**src/rtl/mem_access_unit_if.sv**
```systemverilog
// Data-memory bus between the MEM-stage access unit (master) and data memory (slave).
interface mem_access_unit_if;
    logic        dmem_req;
    logic        dmem_we;
    logic [31:0] dmem_addr;
    logic [3:0]  dmem_be;
    logic [31:0] dmem_wdata;
    logic        dmem_ack;
    logic [31:0] dmem_rdata;

    modport master (
        output dmem_req, dmem_we, dmem_addr, dmem_be, dmem_wdata,
        input  dmem_ack, dmem_rdata
    );

    modport slave (
        input  dmem_req, dmem_we, dmem_addr, dmem_be, dmem_wdata,
        output dmem_ack, dmem_rdata
    );
endinterface

```
**src/rtl/mem_access_unit.sv**
```systemverilog
// MEM-stage load/store sequencer: stalls the pipeline, issues one data-memory
// request per access, formats load data and reports bus-error on timeout.
//
// state | meaning
// IDLE  | no access in flight; an aligned load/store starts a request
// REQ   | request on the bus, waiting for ack or timeout
// DONE  | result registered, pipeline released for one cycle
module mem_access_unit #(
    parameter int TIMEOUT = 255
) (
    input  logic                      clk,
    input  logic                      reset_n,
    input  logic                      memread_m,
    input  logic                      memwrite_m,
    input  logic [1:0]                memsize_m,
    input  logic                      memsigned_m,
    input  logic [31:0]               execout_m,
    input  logic [31:0]               writedata_m,
    output logic [31:0]               readdata_m,
    output logic                      stall_m,
    output logic                      misalign_m,
    output logic                      buserr_m,
    mem_access_unit_if.master         dbus
);

    localparam int CNT_W = (TIMEOUT < 1) ? 1 : $clog2(TIMEOUT + 1);
    localparam logic [CNT_W-1:0] CNT_MAX = CNT_W'(TIMEOUT);

    typedef enum logic [1:0] {
        ST_IDLE = 2'd0,
        ST_REQ  = 2'd1,
        ST_DONE = 2'd2
    } state_t;

    state_t           state_q, state_d;
    logic [CNT_W-1:0] cnt_q, cnt_d;
    logic             access;
    logic             misaligned;
    logic             req;
    logic             ack_hit;
    logic             timeout_hit;
    logic [3:0]       be_raw;
    logic [31:0]      wdata_fmt;
    logic [7:0]       ld_byte;
    logic [15:0]      ld_half;
    logic [31:0]      load_fmt;

    assign access = memread_m | memwrite_m;

    always_comb begin
        misaligned = 1'b0;
        case (memsize_m)
            2'b00:   misaligned = 1'b0;
            2'b01:   misaligned = execout_m[0];
            default: misaligned = |execout_m[1:0];
        endcase
    end

    assign misalign_m = access & misaligned;

    always_comb begin
        be_raw    = 4'b1111;
        wdata_fmt = writedata_m;
        case (memsize_m)
            2'b00: begin
                be_raw    = 4'b0001 << execout_m[1:0];
                wdata_fmt = {4{writedata_m[7:0]}};
            end
            2'b01: begin
                be_raw    = 4'b0011 << execout_m[1:0];
                wdata_fmt = {2{writedata_m[15:0]}};
            end
            default: begin
                be_raw    = 4'b1111;
                wdata_fmt = writedata_m;
            end
        endcase
    end

    always_comb begin
        ld_byte  = dbus.dmem_rdata[7:0];
        ld_half  = execout_m[1] ? dbus.dmem_rdata[31:16] : dbus.dmem_rdata[15:0];
        load_fmt = dbus.dmem_rdata;
        case (execout_m[1:0])
            2'b00:   ld_byte = dbus.dmem_rdata[7:0];
            2'b01:   ld_byte = dbus.dmem_rdata[15:8];
            2'b10:   ld_byte = dbus.dmem_rdata[23:16];
            default: ld_byte = dbus.dmem_rdata[31:24];
        endcase
        case (memsize_m)
            2'b00:   load_fmt = {{24{memsigned_m & ld_byte[7]}}, ld_byte};
            2'b01:   load_fmt = {{16{memsigned_m & ld_half[15]}}, ld_half};
            default: load_fmt = dbus.dmem_rdata;
        endcase
    end

    // Outputs are gated by reset_n so the pipeline is released while reset is held,
    // even if a load/store is still presented in the (forced) IDLE state.
    always_comb begin
        state_d     = state_q;
        cnt_d       = cnt_q;
        stall_m     = 1'b0;
        req         = 1'b0;
        ack_hit     = 1'b0;
        timeout_hit = 1'b0;
        if (reset_n) begin
            case (state_q)
                ST_IDLE: begin
                    if (access && !misaligned) begin
                        stall_m = 1'b1;
                        cnt_d   = '0;
                        state_d = ST_REQ;
                    end
                end
                ST_REQ: begin
                    req     = 1'b1;
                    stall_m = 1'b1;
                    if (dbus.dmem_ack) begin
                        ack_hit = 1'b1;
                        state_d = ST_DONE;
                    end else if (cnt_q == CNT_MAX) begin
                        timeout_hit = 1'b1;
                        state_d     = ST_DONE;
                    end else begin
                        cnt_d = cnt_q + CNT_W'(1);
                    end
                end
                ST_DONE: begin
                    state_d = ST_IDLE;
                end
                default: begin
                    state_d = ST_IDLE;
                end
            endcase
        end
    end

    assign dbus.dmem_req   = req;
    assign dbus.dmem_we    = req & memwrite_m;
    assign dbus.dmem_addr  = {execout_m[31:2], 2'b00};
    assign dbus.dmem_be    = req ? be_raw : 4'b0000;
    assign dbus.dmem_wdata = wdata_fmt;

    always_ff @(posedge clk or negedge reset_n) begin
        if (!reset_n) begin
            state_q    <= ST_IDLE;
            cnt_q      <= '0;
            readdata_m <= '0;
            buserr_m   <= 1'b0;
        end else begin
            state_q <= state_d;
            cnt_q   <= cnt_d;
            // Stores leave readdata_m alone, including on a store timeout.
            if (ack_hit && memread_m)
                readdata_m <= load_fmt;
            else if (timeout_hit && memread_m)
                readdata_m <= '0;
            if (ack_hit)
                buserr_m <= 1'b0;
            else if (timeout_hit)
                buserr_m <= 1'b1;
        end
    end

endmodule

```
**src/flat_wrapper.sv**
```systemverilog
// flat-port wrapper written by rule: the top's interface ports become plain ports
module mem_access_unit_flat 
#(
    parameter int TIMEOUT = 255
)
  (clk, reset_n, memread_m, memwrite_m, memsize_m, memsigned_m, execout_m, writedata_m, readdata_m, stall_m, misalign_m, buserr_m, dbus_dmem_req, dbus_dmem_we, dbus_dmem_addr, dbus_dmem_be, dbus_dmem_wdata, dbus_dmem_ack, dbus_dmem_rdata);
  mem_access_unit_if dbus_i ();
  input  logic clk;
  input  logic reset_n;
  input  logic memread_m;
  input  logic memwrite_m;
  input  logic [1:0] memsize_m;
  input  logic memsigned_m;
  input  logic [31:0] execout_m;
  input  logic [31:0] writedata_m;
  output logic [31:0] readdata_m;
  output logic stall_m;
  output logic misalign_m;
  output logic buserr_m;
  output wire logic [$bits(dbus_i.dmem_req)-1:0] dbus_dmem_req;
  output wire logic [$bits(dbus_i.dmem_we)-1:0] dbus_dmem_we;
  output wire logic [$bits(dbus_i.dmem_addr)-1:0] dbus_dmem_addr;
  output wire logic [$bits(dbus_i.dmem_be)-1:0] dbus_dmem_be;
  output wire logic [$bits(dbus_i.dmem_wdata)-1:0] dbus_dmem_wdata;
  input wire logic [$bits(dbus_i.dmem_ack)-1:0] dbus_dmem_ack;
  input wire logic [$bits(dbus_i.dmem_rdata)-1:0] dbus_dmem_rdata;
  assign dbus_dmem_req = dbus_i.dmem_req;
  assign dbus_dmem_we = dbus_i.dmem_we;
  assign dbus_dmem_addr = dbus_i.dmem_addr;
  assign dbus_dmem_be = dbus_i.dmem_be;
  assign dbus_dmem_wdata = dbus_i.dmem_wdata;
  assign dbus_i.dmem_ack = dbus_dmem_ack;
  assign dbus_i.dmem_rdata = dbus_dmem_rdata;
  mem_access_unit #(.TIMEOUT(TIMEOUT)) u_core (.clk(clk), .reset_n(reset_n), .memread_m(memread_m), .memwrite_m(memwrite_m), .memsize_m(memsize_m), .memsigned_m(memsigned_m), .execout_m(execout_m), .writedata_m(writedata_m), .readdata_m(readdata_m), .stall_m(stall_m), .misalign_m(misalign_m), .buserr_m(buserr_m), .dbus(dbus_i));
endmodule
```
**config.mk**
```make
export PLATFORM = sky130hd
export DESIGN_NAME = mem_access_unit_flat
export DESIGN_NICKNAME = d
export VERILOG_FILES = /design/src/rtl/mem_access_unit_if.sv /design/src/rtl/mem_access_unit.sv /design/src/flat_wrapper.sv
export SDC_FILE = /design/constraint.sdc
export NUM_CORES = 1
export LEC_CHECK = 0
export CAP_MARGIN = 5
export CORE_AREA = 5 5 121 77
export DETAILED_ROUTE_END_ITERATION = 7
export DIE_AREA = 0 0 126 82
export PLACE_DENSITY = 0.95
export SLEW_MARGIN = 20
export SYNTH_ARGS = -nofsm -noshare
export SYNTH_HDL_FRONTEND = slang
export SYNTH_SLANG_ARGS = --single-unit
```
**constraint.sdc**
```tcl
create_clock -name clk -period 4.15 [get_ports clk]
set_input_delay 0.415 -clock clk [delete_from_list [all_inputs] [get_ports clk]]
set_output_delay 0.415 -clock clk [all_outputs]
set_load 0.005 [all_outputs]
```
==> flow_summary.toml, run 1 <==
[power_and_ir_drop]
pwr_density_cell_nw_per_um2 = 422
pwr-share-seq_pct = 36.9
p_leak_nw = 1.78
p_int_mw = 1.34
ir_worst_vdd_uv = 150
p_clk_share_pct = 20.5
comb_power_share_pct = 42.5
p_sw_mw = 0.526
switching_share_pct = 28.1

[cts]
cts_buffer_depth = 2
path_clk_slew_ns = 0.06
root_buffer = "clkbuf_16"
cts_tree = "done"
hold_buffers = 0
cts-htree-levels = 2
clk_latency_ns = 0.29
clock_sinks = 43
cts_resized = 0
numCtsBuffers = 5
post-cts-setup-buffers = 0

[placement]
placed_cell_area_um2 = 4290
gp_congestion = 0.875
hpwl_um = 8060
port_buffers = 146
post-place-ws_ns = 1.22
dp_cells = 522

[final_layout]
stdcell_count = 530
antennaDiodeCount = 0
area_growth_pct = 44.2
drive_gt1_share_pct = 10.5
n_fill_cell = 712
stdcell_area_um2 = 4440
layout.nets = 522

[synth]
synth_area_per_cell_um2 = 9.61
async_flop_share_pct = 100
ys_seq_area_share_pct = 35.0
synth_edf_count = 0
synth_top_area_share_pct = 35.0
ys_ff_latch = 43
yosysWarnings = 0
synth_ff_type = "dfrtp_1"
synth_area_leaders = "dfrtp_1, buf_4, mux2_2"
synth_cell_types = 52
post-synth-top-area-cell = "dfrtp_1"
synth.most_common_cell = "dfrtp_1"
syn_inst = 320
synth_area_um2 = 3080
synth_common_cells = "dfrtp_1, buf_4, nand2_1"

[routing]
wire_per_inst_um = 19.5
drtIter0Drc = 165
post-route-drc-count = 0
ant_nets = 0
drt_first_pass_iters = 5
wl_um = 10400
post_drt_via_cell_ratio = 5.55
via_count = 2940

[global_route]
grtUsageMet2_pct = 30.1
grt_use_total_pct = 19.8
grt_pass1_vias = 3019
gr-usage-met1_pct = 25.1
grt-ovfl-total = 0
grt_pass1_wl_um = 15900
grt_max_degree = 48
top_usage_layer = "met2"
use_met3_pct = 8.38
antenna_found_initial = 0

[setup_path]
cp.required_ns = 3.73
crit_type = "in -> out"
worstPathArrival_ns = 2.54
end_kind = "primary output"
start_kind = "input port"
critPathMaxFanout = 24

[run]
drv_cap = 0

[floorplan]
rows = 26
die_x_um = 126
core_area_um2 = 8200
fp.dieH_um = 82
fp.dieArea_um2 = 10300
initial_utilization_pct = 37.5
io_pins = 209

[timing]
setup_viol = 0
fmaxAchievable_mhz = 338
timing.final.ws_setup_ns = 1.20
period_needed_ns = 2.95
slew_violations = 0
hold_viol = 0
clock_skew_ns = 0.00517
rsz0062_at_grt = "false"
fin_setup_tns_ns = 0
min_period_over_period_pct = 71.2
tightest_slew_ns = 0.755
slew-limit-headroom_pct = 49.5

[outcome]
status = "completed"

[worst_hold_path]
hold_class = "in -> async"
-- sequential cells by signal (all words and copies together) (netlist names) --
| signal | cells |
|---|---|
| u_core.buserr_m | 1 |
| u_core.cnt_q | 8 |
| u_core.readdata_m | 32 |
| u_core.state_q | 2 |
-- layout by cell type (no fill, tap or decap), types with 8 or more instances in the layout --
cell type	instances
clkdlybuf4s50_1	144
a221o_1	16
o21bai_1	9
nor2_1	9
mux2_2	24
o21ai_0	22
nand2b_1	9
a32o_1	8
mux2i_1	10
dfrtp_1	43
nand2_1	32
-- logic make-up (layout without fill, tap and decap cells) --
family	Yosys count	in the layout	share of synthesized area (%)
mux	35	35	12.8
flops	43	43	35.0
buf+inv	65	162	13.8
other cells	1	2	0.122
simple gates	73	73	12.0
xor+xnor	2	2	0.570
fa+ha+maj	1	1	0.407
compound gates	100	100	25.3
-- final timing paths --
path / endpoint / slack (ns) / startpoint / depth (start not counted)
max: dbus_dmem_wdata[12] / 1.20 / memsize_m[0] / 5
min: u_core.readdata_m[25] / 0.30 / reset_n / 2
max reg2reg: u_core.readdata_m[17] / 1.60 / u_core.state_q[1] / 4
min reg2reg: u_core.readdata_m[11] / 0.49 / u_core.readdata_m[11] / 1
max in group asynchronous: u_core.cnt_q[2] / 3.46 / reset_n / 2
min in group clk: u_core.readdata_m[11] / 0.49 / u_core.readdata_m[11] / 1
-- power by group through the flow --
stage          registers (mW)  logic, mW  clock network [mW]
2_1_floorplan           0.692      0.301                   0
3_3_place_gp            0.689      0.788                   0
3_5_place_dp            0.698      0.801                   0
4_1_cts                 0.690      0.807               0.390
5_1_grt                 0.713      0.857               0.410
6_report                0.691      0.796               0.384
-- layout make-up --
class | count | area [um2] | area share, %
repair buffers | 151 | 1490 | 33.6
clock inverters | 2 | 12.5 | 0.282
flip-flops and latches | 43 | 1080 | 24.3
multi-input cells | 213 | 1580 | 35.6
well taps | 112 | 140 | 3.16
clock buffers | 6 | 129 | 2.91
inverters | 3 | 11.3 | 0.254
-- through the flow --
| step | utilization [%] | power [mW] | hold slack, ns |
|---|---|---|---|
| 3_5_place_dp | 52.4 | 1.50 | 0.481 |
| 3_3_place_gp | 52.4 | 1.48 | 0.476 |
| 2_1_floorplan | - | 0.994 | 0.119 |
| 4_1_cts | 54.1 | 1.89 | 0.311 |
| 5_1_grt | 54.1 | 1.98 | 0.357 |
| 6_report | 54.1 | 1.87 | 0.301 |
-- metal layers --
| layer | wire length [um] | share of wire [%] | vias to the layer above |
|---|---|---|---|
| met3 | 1240 | 12 | 27 |
| met1 | 4460 | 43 | 1400 |
| met4 | 293 | 2.8 | 0 |
| met2 | 4360 | 42 | 170 |
| met5 | 0 | 0 | - |
| li1 | - | - | 1343 |
-- worst max-delay path, stage by stage --
cell,delay (ns)
clkdlybuf4s50_1,0.40
buf_4,0.23
nor2_1,0.61
mux2_2,0.42
clkdlybuf4s50_1,0.45
Power figures use the tool's default switching activity.
==> inputs of run 2 (changes only) <==
--- a/config.mk
+++ b/config.mk
@@ -6,10 +6,10 @@
 export NUM_CORES = 1
 export LEC_CHECK = 0
 export CAP_MARGIN = 5
-export CORE_AREA = 5 5 121 77
+export CORE_AREA = 5 5 131 83
 export DETAILED_ROUTE_END_ITERATION = 7
-export DIE_AREA = 0 0 126 82
-export PLACE_DENSITY = 0.95
+export DIE_AREA = 0 0 136 88
+export PLACE_DENSITY = 0.88
 export SLEW_MARGIN = 20
 export SYNTH_ARGS = -nofsm -noshare
 export SYNTH_HDL_FRONTEND = slang
==> constraint.sdc (replaced) <==
create_clock -name clk -period 2.4 [get_ports clk]
set_input_delay 0.24 -clock clk [delete_from_list [all_inputs] [get_ports clk]]
set_output_delay 0.24 -clock clk [all_outputs]
set_load 0.005 [all_outputs]
==> run 2 against run 1 <==
- sequential power grew 74%
- clock power grew 76%
- sequential share of layout area shrank 0.53 points
- via count grew 1.3%
- count of clock-buffer cells in the layout unchanged
- die area rose by 16%
==> flow_summary.toml, run 2 (synthesis results as in run 1) <==
[cts]
numCtsBuffers = 5
path_clk_slew_ns = 0.06
root_buffer = "clkbuf_16"
cts_buffer_depth = 2
post-cts-setup-buffers = 0
clk_latency_ns = 0.29
clock_sinks = 43
cts_tree = "done"
cts-htree-levels = 2

[global_route]
grt-ovfl-total = 0
grt_pass1_wl_um = 17000
grtUsageMet2_pct = 28.7
use_met3_pct = 5.45
top_usage_layer = "met2"
gr-usage-met1_pct = 23.8
grt_pass1_vias = 3206
grt_use_total_pct = 18.0
antenna_found_initial = 0
grt_max_degree = 39

[floorplan]
fp.dieH_um = 88
initial_utilization_pct = 32.2
rows = 28
io_pins = 209
fp.dieArea_um2 = 12000
core_area_um2 = 9560
die_x_um = 136

[run]
drv_cap = 0

[routing]
drtIter0Drc = 367
drt_first_pass_iters = 4
wire_per_inst_um = 19.2
ant_nets = 0
post_drt_via_cell_ratio = 5.30
post-route-drc-count = 0
wl_um = 10800
via_count = 2977

[timing]
rsz0062_at_grt = "false"
clock_skew_ns = 0.00525
fin_setup_tns_ns = 0
slew_violations = 0
hold_viol = 0
setup_viol = 0
hold_slack_ns = 0.171
slew-limit-headroom_pct = 58.8
fmaxAchievable_mhz = 454
min_period_over_period_pct = 91.7
period_needed_ns = 2.20
tightest_slew_ns = 0.617

[power_and_ir_drop]
p_leak_nw = 1.82
ir_worst_vdd_uv = 297
pwr_density_cell_nw_per_um2 = 721

[final_layout]
layout_commonest_cell = "clkdlybuf4s50_1"
n_fill_cell = 906
final_cell_mix = "clkdlybuf4s50_1, dfrtp_1, nand2_1"
largest_register = "u_core.readdata_m"
drive_gt1_share_pct = 12.2
largest_register_ff_count = 32
layout.nets = 531
antennaDiodeCount = 0
area_growth_pct = 47.4
reg_top3 = "u_core.readdata_m x32, u_core.cnt_q x8, u_core.state_q x2"

[setup_path]
crit_type = "reg -> out"
cp.required_ns = 2.16
slowest_stage = "clkdlybuf4s50_1"
critPathMaxFanout = 11
path_delay_family = "simple AND/OR/NAND/NOR gates"
slowest_delay_ns = 0.54
end_kind = "primary output"
start_kind = "flip-flop"
worstPathArrival_ns = 1.96
crit_chain = "and3b_1, o31ai_1, nor2_1, clkdlybuf4s50_1"
crit_buf_inv = 1

[placement]
gp_congestion = 0.813
port_buffers = 146
hpwl_um = 8390

[outcome]
status = "completed"

[worst_hold_path]
hold_class = "in -> async"
## run 2: path summary, 6_finish.rpt
| check | start | endpoint | slack, ns | depth (start not counted) |
|---|---|---|---|---|
| worst min-delay path | reset_n | u_core.readdata_m[30] | 0.17 | 2 |
| min in group clk | reset_n | u_core.state_q[0] | 0.35 | 3 |
| max in group asynchronous | reset_n | u_core.cnt_q[7] | 1.62 | 2 |
| worst max-delay path | u_core.state_q[1] | dbus_dmem_be[2] | 0.20 | 4 |
| worst max register to register | u_core.state_q[1] | u_core.readdata_m[19] | 0.33 | 4 |
| worst min register to register | u_core.readdata_m[1] | u_core.readdata_m[1] | 0.50 | 1 |
## run 2: timing repair
action,CTS,global route
hold buffers,1,0
endpoints found under the hold margin,5,0
resized for setup,0,1
setup endpoints to repair,0,1
## run 2: report_power, final
part	internal (mW)	total [mW]	switching, mW
Clock	0.385	0.675	0.291
Combinational	0.939	1.40	0.459
Sequential	1.01	1.20	0.187
## run 2: area by class of cell
cell class | instances | area, um2 | area share, %
timing repair buffer | 160 | 1560 | 34.4
clock inverter | 2 | 12.5 | 0.276
inverter | 3 | 11.3 | 0.248
sequential | 43 | 1080 | 23.7
multi-input combinational | 213 | 1580 | 34.8
tap | 135 | 169 | 3.73
clock buffer | 6 | 129 | 2.84
## run 2: through the flow
step	setup WS (ns)	instances	power (mW)	util, %	instance area, um2
6_report	0.199	562	3.27	47.4	4530
5_1_grt	0.0591	562	3.46	47.4	4530
4_1_cts	0.157	562	3.30	47.4	4530
3_5_place_dp	0.0504	553	2.62	45.8	4380
3_3_place_gp	0.134	553	2.57	45.8	4380
2_1_floorplan	0.679	321	1.72	-	3080
## run 2: routing by layer
metal	wire length (um)	vias up	part of all wire, %
li1	-	1357	-
met1	4670	1426	43
met2	4860	179	45
met3	1120	15	10
met4	139	0	1.3
met5	0	-	0
==> RTL change (flow settings as in run 1) <==
`TIMEOUT` is set to 255 in 2 places; all go to 510.
--- a/src/rtl/mem_access_unit.sv
+++ b/src/rtl/mem_access_unit.sv
@@ -7,5 +7,5 @@
 // DONE  | result registered, pipeline released for one cycle
 module mem_access_unit #(
-    parameter int TIMEOUT = 255
+    parameter int TIMEOUT = 510
 ) (
     input  logic                      clk,
--- a/src/flat_wrapper.sv
+++ b/src/flat_wrapper.sv
@@ -2,5 +2,5 @@
 module mem_access_unit_flat 
 #(
-    parameter int TIMEOUT = 255
+    parameter int TIMEOUT = 510
 )
   (clk, reset_n, memread_m, memwrite_m, memsize_m, memsigned_m, execout_m, writedata_m, readdata_m, stall_m, misalign_m, buserr_m, dbus_dmem_req, dbus_dmem_we, dbus_dmem_addr, dbus_dmem_be, dbus_dmem_wdata, dbus_dmem_ack, dbus_dmem_rdata);
Behaviour: same outputs for any inputs over 10 cycles, from zero or initial values and one cycle with reset_n low; that may be too few to reach the edited logic, so the function may still have changed.
==> RTL change against run 1 <==
  * Hold slack better by 0.19 ns
  * Synthesized area up 2.8%
  * Maximum frequency down 2.9%
  * Clock skew up 0.00069 ns
  * Critical path depth down 1
  * Worst setup slack worse by 0.087 ns
  * Final area up 2.9%
  * Routed wire length up 5.4%
  * Total power up 12%
  * Die area unchanged
  * Clock power up 22%
  * Sequential cell count up 1
==> RTL change: results <==
[setup_path]
cpMaxStageDelayCell = clkdlybuf4s50_1
cpPeakStageDelay_ns = 1.04
r2r_cells = 6
r2r-start = u_core.state_q[0]
crit_path_end = dbus_dmem_wdata[23]
arrival_ns = 2.63
crit_fanout = 19
rr_endpoint = u_core.readdata_m[16]
r2r_setup_slack_ns = 2.04
critPathTopFamily = buffers and inverters
crit_start = memsize_m[1]

[global_route]
grt_max_degree = 41
use_met3_pct = 8.51
met1_usage_pct = 25.7
grt_pass1_vias = 3003
use_met2_pct = 32.1
grt_pass1_wl_um = 16400
grt.total_usage_pct = 20.1

[synthesis]
synth_xor_area_share_pct = 0
ys_seq_area_share_pct = 34.8
synth_common_cells = dfrtp_1, buf_4, nand2_1
synthCells = 333
synthAdderAreaFrac_pct = 0.792
ys_types = 48
synth-async-reset-ratio_pct = 100
synth_compound_area_share_pct = 25.9
synth_area_leaders = dfrtp_1, buf_4, mux2_2
synth_mux_area_share_pct = 12.7

[drt]
routed-wl-met3_um = 1110
dr_total_vias = 3057
maxUsedRoutingLayer = met4
met2_length_um = 4970
dr.pass1.iters = 4
wl_met1_um = 4710
wl_per_cell_um = 20.0
drt_iter0_markers = 254

[pwr]
total_leakage_power_nw = 1.85
ir_drop_uv = 183

[placed_design]
place_congestion = 0.866
place_ws_ns = 1.13
dpl_cell_area_um2 = 4380
post-place-cells = 537
post-dp-hpwl_um = 8400

[sta]
min_period_ns = 3.04
maxSlewHeadroom_pct = 41.4
hold_ws_ns = 0.491
tns_ns = 0
clock-skew-final_ns = 0.00587

[final_layout]
layout.cells.non_filler = 546
reg_top3 = u_core.readdata_m x32, u_core.cnt_q x9, u_core.state_q x2
drive_gt1_share_pct = 10.8

[clock_network]
cts_buffers = 5
postCtsSetupBuffers = 0
ctsHoldBuffers = 1

[worst_hold_path]
hp-class = flip-flop to flip-flop

[status]
outcome = completed
## RTL change: changes by cell type after synthesis, moves of 3 or more
cell / delta
a21oi_1: +7
a31oi_1: +5
inv_1: +4
nand2_1: -5
nand3_1: -3
nor2_1: +7
o21a_1: -4
o21ai_0: +3
o31ai_1: -3
## RTL change: final cells by class
class / count / area, um^2
flip-flops and latches: 44 / 1100
clock buffers: 5 / 125
clock inverters: 3 / 46.3
inverters: 8 / 35.0
multi-input cells: 220 / 1600
repair buffers: 154 / 1520
fillers: 733 / 3630
well taps: 112 / 140
## RTL change: power breakdown
| group | internal (mW) | total [mW] | switching (mW) |
|---|---|---|---|
| combinational | 0.580 | 0.904 | 0.324 |
| clock | 0.286 | 0.468 | 0.182 |
| sequential | 0.599 | 0.714 | 0.116 |
| total | 1.47 | 2.09 | 0.621 |
